===== config.mk =====
export PLATFORM = sky130hd
export DESIGN_NAME = truth_table_scanner
export DESIGN_NICKNAME = d
export VERILOG_FILES = /design/src/rtl/truth_table_scanner.sv
export SDC_FILE = /design/constraint.sdc
export NUM_CORES = 1
export LEC_CHECK = 0
export ABC_AREA = 1
export CAP_MARGIN = 20
export CORE_MARGIN = 3
export CORE_UTILIZATION = 56
export CTS_CLUSTER_DIAMETER = 200
export DETAILED_ROUTE_END_ITERATION = 6
export MAX_ROUTING_LAYER = met4
export PLACE_DENSITY = 0.84
export RECOVER_POWER = 100
export SYNTH_ARGS = -nofsm -noshare
export SYNTH_HDL_FRONTEND = slang
export SYNTH_SLANG_ARGS = --single-unit

===== constraint.sdc =====
create_clock -name clk -period 2.3 [get_ports clk]
set_clock_uncertainty 0.15 [all_clocks]
set_input_delay 0.46 -clock clk [delete_from_list [all_inputs] [get_ports clk]]
set_output_delay 0.46 -clock clk [all_outputs]
set_load 0.005 [all_outputs]

===== src/rtl/truth_table_scanner.sv =====
// Walks {a,b,c} through all eight vectors, samples y_in after a settle delay and
// compares the captured truth table against an expected one. Optional MISMATCH_COUNT_EN adds mism_cnt.
module truth_table_scanner #(
  parameter int SETTLE_CYCLES = 1
) (
  input  logic       clk,
  input  logic       rst_n,
  input  logic       start,
  input  logic       abort,
  input  logic [7:0] exp_tbl,
  input  logic       y_in,
  output logic       a_o,
  output logic       b_o,
  output logic       c_o,
  output logic       busy,
  output logic       done,
  output logic       pass,
  output logic [7:0] tbl
`ifdef MISMATCH_COUNT_EN
  ,
  output logic [3:0] mism_cnt
`endif
);

  typedef enum logic [1:0] {
    IDLE   = 2'd0,
    SETTLE = 2'd1,
    DONE   = 2'd2
  } state_e;

  state_e     state_q, state_d;
  logic [2:0] idx_q, idx_d;
  logic [3:0] cnt_q, cnt_d;
  logic [7:0] tbl_q, tbl_d;
  logic [7:0] exp_q, exp_d;
  logic       pass_q, pass_d;
  logic [7:0] tbl_smp;
  logic       sample_w;
  logic       last_w;
`ifdef MISMATCH_COUNT_EN
  logic [3:0] mism_q, mism_d;
`endif

  function automatic logic [3:0] popcount8(input logic [7:0] v);
    logic [3:0] n;
    n = 4'd0;
    for (int i = 0; i < 8; i++) n = n + {3'b000, v[i]};
    return n;
  endfunction

  // Abort takes priority over a sample on the same edge, including the final one.
  assign sample_w = (state_q == SETTLE) && !abort && (cnt_q == 4'(SETTLE_CYCLES));
  assign last_w   = sample_w && (idx_q == 3'd7);

  always_comb begin
    tbl_smp         = tbl_q;
    tbl_smp[idx_q]  = y_in;
  end

  always_ff @(posedge clk or negedge rst_n) begin
    if (!rst_n) begin
      state_q <= IDLE;
      idx_q   <= 3'd0;
      cnt_q   <= 4'd0;
      tbl_q   <= 8'd0;
      exp_q   <= 8'd0;
      pass_q  <= 1'b0;
`ifdef MISMATCH_COUNT_EN
      mism_q  <= 4'd0;
`endif
    end else begin
      state_q <= state_d;
      idx_q   <= idx_d;
      cnt_q   <= cnt_d;
      tbl_q   <= tbl_d;
      exp_q   <= exp_d;
      pass_q  <= pass_d;
`ifdef MISMATCH_COUNT_EN
      mism_q  <= mism_d;
`endif
    end
  end

  always_comb begin
    state_d = state_q;
    case (state_q)
      IDLE:    if (start) state_d = SETTLE;
      SETTLE: begin
        if (abort)       state_d = IDLE;
        else if (last_w) state_d = DONE;
      end
      DONE:    state_d = IDLE;
      default: state_d = IDLE;
    endcase
  end

  always_comb begin
    idx_d  = idx_q;
    cnt_d  = cnt_q;
    tbl_d  = tbl_q;
    exp_d  = exp_q;
    pass_d = pass_q;
`ifdef MISMATCH_COUNT_EN
    mism_d = mism_q;
`endif
    if (state_q == IDLE && start) begin
      exp_d  = exp_tbl;
      tbl_d  = 8'd0;
      pass_d = 1'b0;
      idx_d  = 3'd0;
      cnt_d  = 4'd0;
`ifdef MISMATCH_COUNT_EN
      mism_d = 4'd0;
`endif
    end else if (state_q == SETTLE) begin
      if (abort) begin
        pass_d = 1'b0;
      end else if (sample_w) begin
        tbl_d = tbl_smp;
        cnt_d = 4'd0;
        if (last_w) begin
          pass_d = (tbl_smp == exp_q);
`ifdef MISMATCH_COUNT_EN
          mism_d = popcount8(tbl_smp ^ exp_q);
`endif
        end else begin
          idx_d = idx_q + 3'd1;
        end
      end else begin
        cnt_d = cnt_q + 4'd1;
      end
    end
  end

  always_comb begin
    busy = (state_q == SETTLE);
    done = (state_q == DONE);
    {a_o, b_o, c_o} = busy ? idx_q : 3'b000;
  end

  assign pass = pass_q;
  assign tbl  = tbl_q;
`ifdef MISMATCH_COUNT_EN
  assign mism_cnt = mism_q;
`endif

endmodule


== Word level (Yosys, flattened, before mapping) ==
Index checks and enable logic that the tools add are counted.

* Input bits: 13
* Logic and storage cells: 61
* Output and inout bits: 14
* Register bits after elaboration: 26

* Magnitude comparators: 2
* Muxes and demuxes: 26
* Reductions and logical operators: 16
* Add/subtract/negate cells: 2
* Eq/ne operators: 9

{| class="wikitable"
|+ Operators with widths
! cell !! number
|-
| $mux 8 || 4
|-
| $mux 3 || 6
|-
| $mux 4 || 4
|-
| $bwmux 8 || 1
|-
| $eq 8x8->1 || 1
|-
| $mux 1 || 6
|-
| $mux 2 || 3
|-
| $reduce_and 3->1 || 2
|-
| $reduce_bool 3->1 || 2
|-
| $logic_and 1x1->1 || 5
|-
| $add 4x1->4 const B || 1
|-
| $eq 4x1->1 const B || 1
|-
| $lt 3x4->1 const B || 1
|-
| $ne 2x1->1 const B || 2
|-
| $pmux 2 s2 || 1
|-
| $reduce_and 2->1 || 2
|-
| $reduce_and 4->1 || 1
|-
| $reduce_bool 2->1 || 2
|-
| $add 3x1->3 const B || 1
|-
| $demux 1 s3 || 1
|-
| $eq 3x3->1 const B || 1
|-
| $ge 3x1->1 const B || 1
|-
| $ne 3x2->1 const B || 1
|-
| $eq 2x1->1 const B || 1
|-
| 4 further kinds || 4
|}

== Longest topological paths before layout ==
Gate-level depths: netlist of the first run.

* Depth after elaboration: 11
* Depth in mapped cells: 10
* Depth with buffers taken out: 10

== Worst setup path after synthesis of the first run ==
Ideal clock, no wire load.

* Path kind: register to register
* Start point: register idx_q[0]
* End point: register pass_q (netlist: pass)
* Stages on the path, launching flop included: 9
* Library setup time: 0.117 ns
* Path buffers: 0
* Required time: 2.033 ns
* Path slack: 0.807 ns
* Arrival time: 1.226 ns
* Clock period less this slack: 1.493 ns
* Cell sequence: dfrtp_1 ha_1 ha_1 nand3_2 nand3_1 nand2_1 nor2_1 nand3_1 nand2_1

* Cells in the longest elaborated chain, start to end: 11
* Elaborated cells on any way between the ends: 16
* Those cells by class: order compare (2); eq/ne (2); mux (8); reduce/logical (4)

{| class="wikitable"
|+ RTL lines
! what !! RTL line !! RTL
|-
| start, declared || 32 || <nowiki>logic [2:0] idx_q, idx_d;</nowiki>
|-
| start signal, assigned || 73 || <nowiki>idx_q <= idx_d;</nowiki>
|-
| $lt 3x4->1 (not written as such) or $ge 3x1->1 (tied branches) || 57 || <nowiki>tbl_smp[idx_q] = y_in;</nowiki>
|-
| $logic_and 1x1->1 (not written as such) || 57 ||
|-
| $mux 1 (not written as such) || 57 ||
|-
| $demux 1 s3 || 57 ||
|-
| $bwmux 8 || 57 ||
|-
| $eq 8x8->1 || 122 || <nowiki>pass_d = (tbl_smp == exp_q);</nowiki>
|-
| $mux 1 || 121 || <nowiki>if (last_w) begin</nowiki>
|-
| $mux 1 || 118 || <nowiki>end else if (sample_w) begin</nowiki>
|-
| $mux 1 || 116 || <nowiki>if (abort) begin</nowiki>
|-
| $mux 1 || 115 || <nowiki>end else if (state_q == SETTLE) begin</nowiki>
|-
| $mux 1 || 106 || <nowiki>if (state_q == IDLE && start) begin</nowiki>
|-
| end signal, assigned || 77 || <nowiki>pass_q <= pass_d;</nowiki>
|-
| end, declared || 36 || <nowiki>logic pass_q, pass_d;</nowiki>
|}

Parallel ways exist; a longest one is shown, timed or not. The select of a mux whose other input is x is not followed.
A chain may end at the register's enable or synchronous reset.

== Worst setup path after layout of the first run ==
* Start point: register state_q[1]
* End point: output port a_o

* Cells in the longest elaborated chain, start to end: 2

{| class="wikitable"
|+ RTL lines
! what !! RTL line !! RTL
|-
| start, declared || 31 || <nowiki>state_e state_q, state_d;</nowiki>
|-
| start signal, assigned || 72 || <nowiki>state_q <= state_d;</nowiki>
|-
| $eq 2x1->1 || 136 || <nowiki>busy = (state_q == SETTLE);</nowiki>
|-
| $mux 3 || 138 || <nowiki>{a_o, b_o, c_o} = busy ? idx_q : 3'b000;</nowiki>
|-
| end, declared || 12 || <nowiki>output logic a_o,</nowiki>
|}

Every way passes these cells.

==> key figures, run 1 <==
STA
  • Fmax: roughly 0.46 GHz
  • Summed negative setup slack over all endpoints: 0 ns
  • Worst-margin pin slew: around 1.4 ns
  • Count of endpoints failing setup in the final report: 0
  • Final Slew Violations: 0
  • Hold Vio Cnt, Final: 0
  • Setup repair after global routing missed its margin: false
  • Time the worst path needs with I/O delays and setup: approximately 2.2 ns
  • Crit share post-route: 0.939
  • Slew margin rel.: 0.0719

Placed design
  • Total of buffers placed on input and output ports: 26
  • Gp weighted congestion: 0.906
  • Detailed Place HPWL: 2740 µm

GRT
  • Largest net degree at the start of global routing: 27
  • Number of antenna violations at the first check in global routing: 0
  • Global-route wire length before repair: ~6300 µm
  • Via count of the first global-routing pass: 1383
  • Gr usage total: 0.240
  • Gr ovfl total: 0

Die
  • Total Die Area: between 3000 and 4000 µm²
  • Initial Utilization: 0.614
  • Number of placed I/O pins: 27
  • Height of the chip: approximately 59 µm
  • Core region area: 2590 µm²
  • Die width: just under 60 µm
  • Cell Rows: 18

Synthesis
  • Mean instance size in the synthesized netlist: roughly 7.7 µm²
  • Post-Syn Nets: ~220
  • Netlist Area Pre-Place: ~1600 µm²
  • Number of unique standard cell types used by synthesis: 27
  • Count of mapped cells out of synthesis: 207
  • Flip-flop and latch count after synthesis: 26
  • Sequential cell area fraction in the yosys report: 0.409
  • Total number of yosys warnings: 0

Outcome
  • Outcome: completed

Worst setup path
  • Crit end category: output port
  • Startpoint kind of the worst setup timing path: register
  • Crit path kind: register to output port
  • Endpoint of the most critical setup path: a_o
  • Critical path fanouts, max: 6
  • Endpoint of the worst register-to-register path: pass
  • Slack of the worst reg-to-reg path: between 0.2 and 0.3 ns
  • Worst setup path startpoint: state_q[1]
  • Worst-case reg-to-reg path depth: 9
  • Critical Path RT: between 1.5 and 2 ns
  • Arrival time of the worst setup path: 1.55 ns
  • Worst reg2reg path startpoint: idx_q[0]

Clock tree
  • Clk sinks: 26
  • Post-CTS setup-driven buffer insertion count: 0
  • Clock transition at the registers of the reported paths: between 0.1 and 0.15 ns
  • Clk root buf: clkbuf_4
  • Hold buffer count at CTS: 0
  • Number of clock buffers inserted by TritonCTS: 3
  • Max H-tree Level: 1
  • CTS resizes: 0
  • CTS tree: done
  • Clock Path Buffers: 2
  • Clock latency of the later-clocked register in the worst-skew pair: 0.32 ns

Routing
  • Number of vias per cell after detailed routing: ~5.7
  • Total via count in the routed design: 1498
  • Number of design rule violations left after detail routing: 0
  • First-pass iteration count of the detailed router: 4
  • Drt wl/cell: 13.9 µm
  • Number of DRC markers after the initial detailed-route iteration: 111
  • Antenna-violating nets left: 0
  • Detailed Route WL: between 3000 and 4000 µm

Pwr
  • Static leakage: around 0.94 nW
  • PD cells: ~600 nW/µm²
  • Maximum ir drop on the vdd rail: slightly below 0.5 mV

Layout
  • Antenna diode count: 0
  • Final core utilization: 0.719
  • Share of cells above drive strength 1: 0.0638
  • Nets@finish: between 200 and 300
  • Area delta synth->final: 17.2%

Job
  • Number of violations of the max-capacitance limit: 0

Worst hold path
  • Hold path startpoint: pass
  • Classification of the worst-slack hold path: register to register
  • Hold depth: 2
cells by family (layout without fill, tap and decap cells):
family,after synthesis,count (layout),share of synthesized area
XOR/XNOR,1,1,0.00551
AO/OA/AOI/OAI,23,23,0.0866
flip-flops,26,26,0.409
AND/OR/NAND/NOR,114,114,0.355
adder cells (fa/ha/maj),4,4,0.0315
buffers and inverters,39,67,0.112
cells in the final DEF (no fill, tap or decap):
cell and instances:
nor2_1 11, xor2_1 1, dlygate4sd3_1 12, o22ai_1 7
nand2_4 1, clkdlybuf4s50_1 14, o21ai_0 10, and3_1 1
o31ai_1 1, a21oi_1 3, o21ai_1 1, nand3_1 29
buf_4 2, nand2_1 56, nand4_1 11, nor3_4 1
ha_1 4, nor3_2 1, clkbuf_8 1, dfrtp_1 26
or2_0 1, clkbuf_4 3, clkbuf_1 2, inv_2 4
inv_1 29, o32ai_1 1, nor2_8 1, nand2_2 1
how the worst min path moves through the flow:
stage               end  slack (ns)
5_1_grt            pass        0.43
2_1_floorplan  cnt_q[0]        0.01
4_1_cts        idx_q[0]        0.35
6_report           pass        0.37
3_5_place_dp       pass        0.34
3_3_place_gp       pass        0.35
per-stage QoR:
| stage | hold slack, ns | instances | power (W) | setup slack (ns) | cell area (µm²) |
|---|---|---|---|---|---|
| CTS | 0.345 | 265 | 0.00115 | 0.158 | 1900 |
| floorplan | 0.0144 | 207 | 0.000811 | 0.807 | 1590 |
| global placement | 0.348 | 261 | 0.000899 | 0.321 | 1860 |
| finish | 0.374 | 265 | 0.00112 | 0.141 | 1860 |
| global route | 0.435 | 265 | 0.00120 | 0.0382 | 1860 |
| detailed placement | 0.336 | 261 | 0.000918 | 0.246 | 1860 |
where the power goes:
| group | internal, W | leakage [nW] | switching (W) |
|---|---|---|---|
| registers | 0.000509 | 0.346 | 0.0000361 |
| logic | 0.000127 | 0.578 | 0.000216 |
| clock network | 0.0000968 | 0.0210 | 0.000135 |
per-layer routing:
| layer | part of all wire | track usage |
|---|---|---|
| met5 | 0 | - |
| met2 | 0.48 | 0.374 |
| met1 | 0.43 | 0.332 |
| met4 | 0.017 | 0.0680 |
| met3 | 0.077 | 0.0240 |
cells in the mapped netlist, drive strengths merged:
library cell  number  share of area
a21oi              3         0.0094
and3               1         0.0039
buf                6          0.034
dfrtp             26           0.41
ha                 4          0.031
inv               33          0.078
nand2             58           0.15
nand3             29          0.094
nand4             11          0.043
nor2              12          0.043
nor3               2          0.017
o21ai             11          0.035
o22ai              7          0.028
o31ai              1         0.0047
o32ai              1          0.010
or2                1         0.0039
xor2               1         0.0055
sequential cells by signal, indices dropped and copies added (netlist names):
register,flops
tbl,8
exp_q,8
idx_q,3
pass,1
state_q,2
cnt_q,4
cell type report:
| type | instances | area, µm² |
|---|---|---|
| multi-input combinational | 142 | 731 |
| timing repair buffer | 30 | 283 |
| clock buffer | 4 | 36.3 |
| inverter | 33 | 124 |
| sequential | 26 | 651 |
| tap | 30 | 37.5 |
| fill | 212 | 728 |
critical path: stages, from the launching register on:
cell,delay (ns)
dfrtp_1,0.40
inv_1,0.11
nand2_4,0.10
nor2_1,0.11
clkdlybuf4s50_1,0.51
Note: power is estimated with default switching activity, not from simulation.
==> run 2: changes to the inputs <==
--- a/config.mk
+++ b/config.mk
@@ -5,7 +5,6 @@
 export SDC_FILE = /design/constraint.sdc
 export NUM_CORES = 1
 export LEC_CHECK = 0
-export ABC_AREA = 1
 export CAP_MARGIN = 20
 export CORE_MARGIN = 3
 export CORE_UTILIZATION = 56
@@ -14,6 +13,7 @@
 export MAX_ROUTING_LAYER = met4
 export PLACE_DENSITY = 0.84
 export RECOVER_POWER = 100
+export SETUP_SLACK_MARGIN = 0.2
 export SYNTH_ARGS = -nofsm -noshare
 export SYNTH_HDL_FRONTEND = slang
 export SYNTH_SLANG_ARGS = --single-unit
==> key figures, run 2 <==
Clock tree
  • Clock Path Buffers: 2 (unchanged)
  • Max H-tree Level: 1 (unchanged)
  • Clock latency of the later-clocked register in the worst-skew pair: 0.32 ns (about the same)
  • Clock transition at the registers of the reported paths: 0.14 ns (about the same)
  • Number of clock buffers inserted by TritonCTS: 3 (unchanged)
  • Clk sinks: 26 (unchanged)
  • Clk root buf: clkbuf_4 (unchanged)
  • CTS tree: done (unchanged)
  • Hold buffer count at CTS: 0 (unchanged)

Routing
  • Number of vias per cell after detailed routing: 6.15 (was 5.65)
  • Total via count in the routed design: 1352 (was 1498)
  • Detailed Route WL: 3810 µm (was 3690 µm)
  • First-pass iteration count of the detailed router: 4 (unchanged)
  • Number of DRC markers after the initial detailed-route iteration: 55 (was 111)
  • Number of design rule violations left after detail routing: 0 (unchanged)
  • Drt wl/cell: 17.3 µm (was 13.9 µm)
  • Antenna-violating nets left: 0 (unchanged)

Pwr
  • Static leakage: 0.951 nW (was 0.945 nW)
  • PD cells: 625 nW/µm² (was 602 nW/µm²)
  • Maximum ir drop on the vdd rail: 0.576 mV (was 0.486 mV)

Synthesis
  • Mean instance size in the synthesized netlist: 10.6 µm² (was 7.68 µm²)
  • Netlist Area Pre-Place: 1490 µm² (was 1590 µm²)
  • Cell taking the most area after synthesis: dfrtp_1 (unchanged)
  • Flip-flop and latch count after synthesis: 26 (unchanged)
  • Area share of the largest cell type after synthesis: 0.437 (was 0.409)
  • Total number of yosys warnings: 0 (unchanged)
  • Sequential cell area fraction in the yosys report: 0.437 (was 0.409)
  • Mux cell area share after synthesis: 0.128 (was 0)
  • Post-synthesis share of cell area spent on and, or, nand and nor gates: 0.182 (was 0.355)
  • Share of flip-flops with an asynchronous set or reset after synthesis: 1.00 (unchanged)
  • Biggest area contributors in the synthesized netlist: dfrtp_1, mux2i_1, mux2_2, nor2_1, a32o_1 (was dfrtp_1, nand2_1, nand3_1, inv_1, nand4_1)
  • Primary flip-flop cell chosen by synthesis mapping: dfrtp_1 (unchanged)
  • Adder and majority gate portion of the synthesized area: 0.0336 (was 0.0315)
  • Number of unique standard cell types used by synthesis: 42 (was 27)
  • Count of mapped cells out of synthesis: 141 (was 207)
  • Post-Syn Nets: 158 (was 224)
  • Most common cell in the netlist: dfrtp_1 (was nand2_1)
  • Post-synthesis share of cell area spent on xor and xnor gates: 0.0529 (was 0.00551)
  • Combinational family with the most area after synthesis: simple AND/OR/NAND/NOR gates (unchanged)
  • Share of the synthesized area in compound gates (AO/OA/AOI/OAI): 0.135 (was 0.0866)
  • Synth cell count leaders: dfrtp_1, nor2_1, mux2i_1 (was nand2_1, nand3_1, inv_1)
  • Post-synth EDFFs: 0 (unchanged)

Layout
  • Top library cells by usage in the layout, fill and taps aside: dfrtp_1, buf_4, nor2_1, dlygate4sd3_1 (was nand2_1, inv_1, nand3_1, dfrtp_1, clkdlybuf4s50_1)
  • Antenna diode count: 0 (unchanged)
  • Share of cells above drive strength 1: 0.263 (was 0.0638)
  • Filler Cell Count: 151 (was 212)
  • Most frequent standard cell in the layout excluding fill and tap cells: dfrtp_1 (was nand2_1)
  • Final Non-Filler Cells: 220 (was 265)
  • Nets@finish: 209 (was 253)
  • Area delta synth->final: 35.9% (was 17.2%)
  • Post-route cell area: 2030 µm² (was 1860 µm²)

Worst hold path
  • Classification of the worst-slack hold path: register to register (unchanged)
  • Hold path startpoint: pass (unchanged)

STA
  • Slew margin rel.: 0.0885 (was 0.0719)
  • Final Slew Violations: 0 (unchanged)
  • Setup repair after global routing missed its margin: true (was false)
  • Worst-margin pin slew: 1.37 ns (was 1.39 ns)
  • Fmax: 0.453 GHz (was 0.463 GHz)
  • Hold Vio Cnt, Final: 0 (unchanged)
  • Crit share post-route: 0.960 (was 0.939)
  • Summed negative setup slack over all endpoints: 0 ns (unchanged)
  • Time the worst path needs with I/O delays and setup: 2.21 ns (was 2.16 ns)
  • Count of endpoints failing setup in the final report: 0 (unchanged)

Worst setup path
  • Worst setup path startpoint: idx_q[0] (was state_q[1])
  • Arrival time of the worst setup path: 2.31 ns (was 1.55 ns)
  • Slowest cell on the critical path: or4_4 (was clkdlybuf4s50_1)
  • Crit path kind: register to register (was register to output port)
  • Crit end category: register (was output port)
  • Critical Path RT: 2.40 ns (was 1.69 ns)
  • Startpoint kind of the worst setup timing path: register (unchanged)
  • Cell-by-cell trace of the critical path: or3b_4 -> a211oi_2 -> o2111ai_1 -> or4_4 -> o31ai_2 (was inv_1 -> nand2_4 -> nor2_1 -> clkdlybuf4s50_1)
  • Critical path fanouts, max: 6 (unchanged)
  • Worst reg2reg path startpoint: idx_q[0] (unchanged)
  • Largest stage delay, worst path: 0.50 ns (was 0.51 ns)

Job
  • Number of violations of the max-capacitance limit: 0 (unchanged)

GRT
  • Global-route wire length before repair: 6270 µm (was 6280 µm)
  • Gr usage total: 0.249 (was 0.240)
  • Largest net degree at the start of global routing: 27 (unchanged)
  • Gr ovfl total: 0 (unchanged)
  • Via count of the first global-routing pass: 1423 (was 1383)
  • Number of antenna violations at the first check in global routing: 0 (unchanged)

Die
  • Initial Utilization: 0.596 (was 0.614)
  • Cell Rows: 18 (unchanged)
  • Core region area: 2500 µm² (was 2590 µm²)
  • Number of placed I/O pins: 27 (unchanged)
  • Height of the chip: 57.6 µm (was 59.3 µm)
  • Total Die Area: 3320 µm² (was 3510 µm²)
  • Die width: 57.6 µm (was 59.3 µm)

Placed design
  • Detailed Place HPWL: 2570 µm (was 2740 µm)
  • Gp weighted congestion: 0.855 (was 0.906)
  • Post-place instance area: 1870 µm² (was 1860 µm²)
  • Total of buffers placed on input and output ports: 26 (unchanged)
  • Post-Place Cells: 205 (was 261)

Outcome
  • Outcome: completed (unchanged)
## run 2: cell families (layout without fill, tap and decap cells)
group / after synthesis / in the layout
AOI/OAI and AO/OA: 28 / 28
xor gates and xnor gates: 9 / 9
adders and majority gates: 4 / 4
buffers and inverters: 11 / 60
DFF: 26 / 26
muxes: 18 / 18
and+or+nand+nor: 45 / 45
## run 2: worst max-delay path, delay by kind of cell (launching register included)
kind	cells	cell delay, ns
flip-flops	1	0.49
AND/OR/NAND/NOR	2	0.90
AO/OA/AOI/OAI	3	0.59
## run 2: layer usage
layer | vias up | part of all wire | track usage
met2 | 66 | 0.51 | 0.418
met1 | 658 | 0.41 | 0.302
li1 | 618 | - | -
met4 | 0 | 0.017 | 0.103
met5 | - | 0 | -
met3 | 10 | 0.066 | 0.0317
## run 2: final timing paths
| kind | endpoint | slack, ns | depth (start not counted) |
|---|---|---|---|
| worst min register to register | pass | 0.38 | 2 |
| max in group asynchronous | idx_q[1] | 0.32 | 2 |
| worst max register to register | pass | 0.09 | 5 |
| worst max-delay path | pass | 0.09 | 5 |
| worst min-delay path | pass | 0.38 | 2 |
| min in group asynchronous | state_q[1] | 0.80 | 2 |
## run 2: timing repair
action                     4_1_cts  5_1_grt
setup endpoints to repair        5        3
pin swaps                        5        1
setup buffers                    9        3
resized for setup                9        7
## run 2: cell type report
cell class | instances | area (µm²) | area share
Clock buffer | 3 | 22.5 | 0.0111
Tap cell | 30 | 37.5 | 0.0185
Timing Repair Buffer | 53 | 477 | 0.235
Sequential cell | 26 | 654 | 0.323
Inverter | 4 | 15.0 | 0.00741
Multi-Input combinational cell | 104 | 820 | 0.405
## run 2: power by group
group	total (W)	switching, W	internal (W)
registers	0.000598	0.0000785	0.000520
logic	0.000475	0.000209	0.000266
clock network	0.000192	0.000130	0.0000615
## run 2: stage by stage
| step | setup slack [ns] | total power, W | utilization | hold slack [ns] |
|---|---|---|---|---|
| after detailed placement | -0.237 | 0.00100 | 0.749 | 0.344 |
| final | 0.0916 | 0.00127 | 0.810 | 0.383 |
| after floorplan | 0.246 | 0.000845 | - | 0.0144 |
| after global routing | 0.00238 | 0.00134 | 0.810 | 0.420 |
| after CTS | 0.0469 | 0.00124 | 0.792 | 0.351 |
| after global placement | -0.139 | 0.000980 | 0.749 | 0.319 |
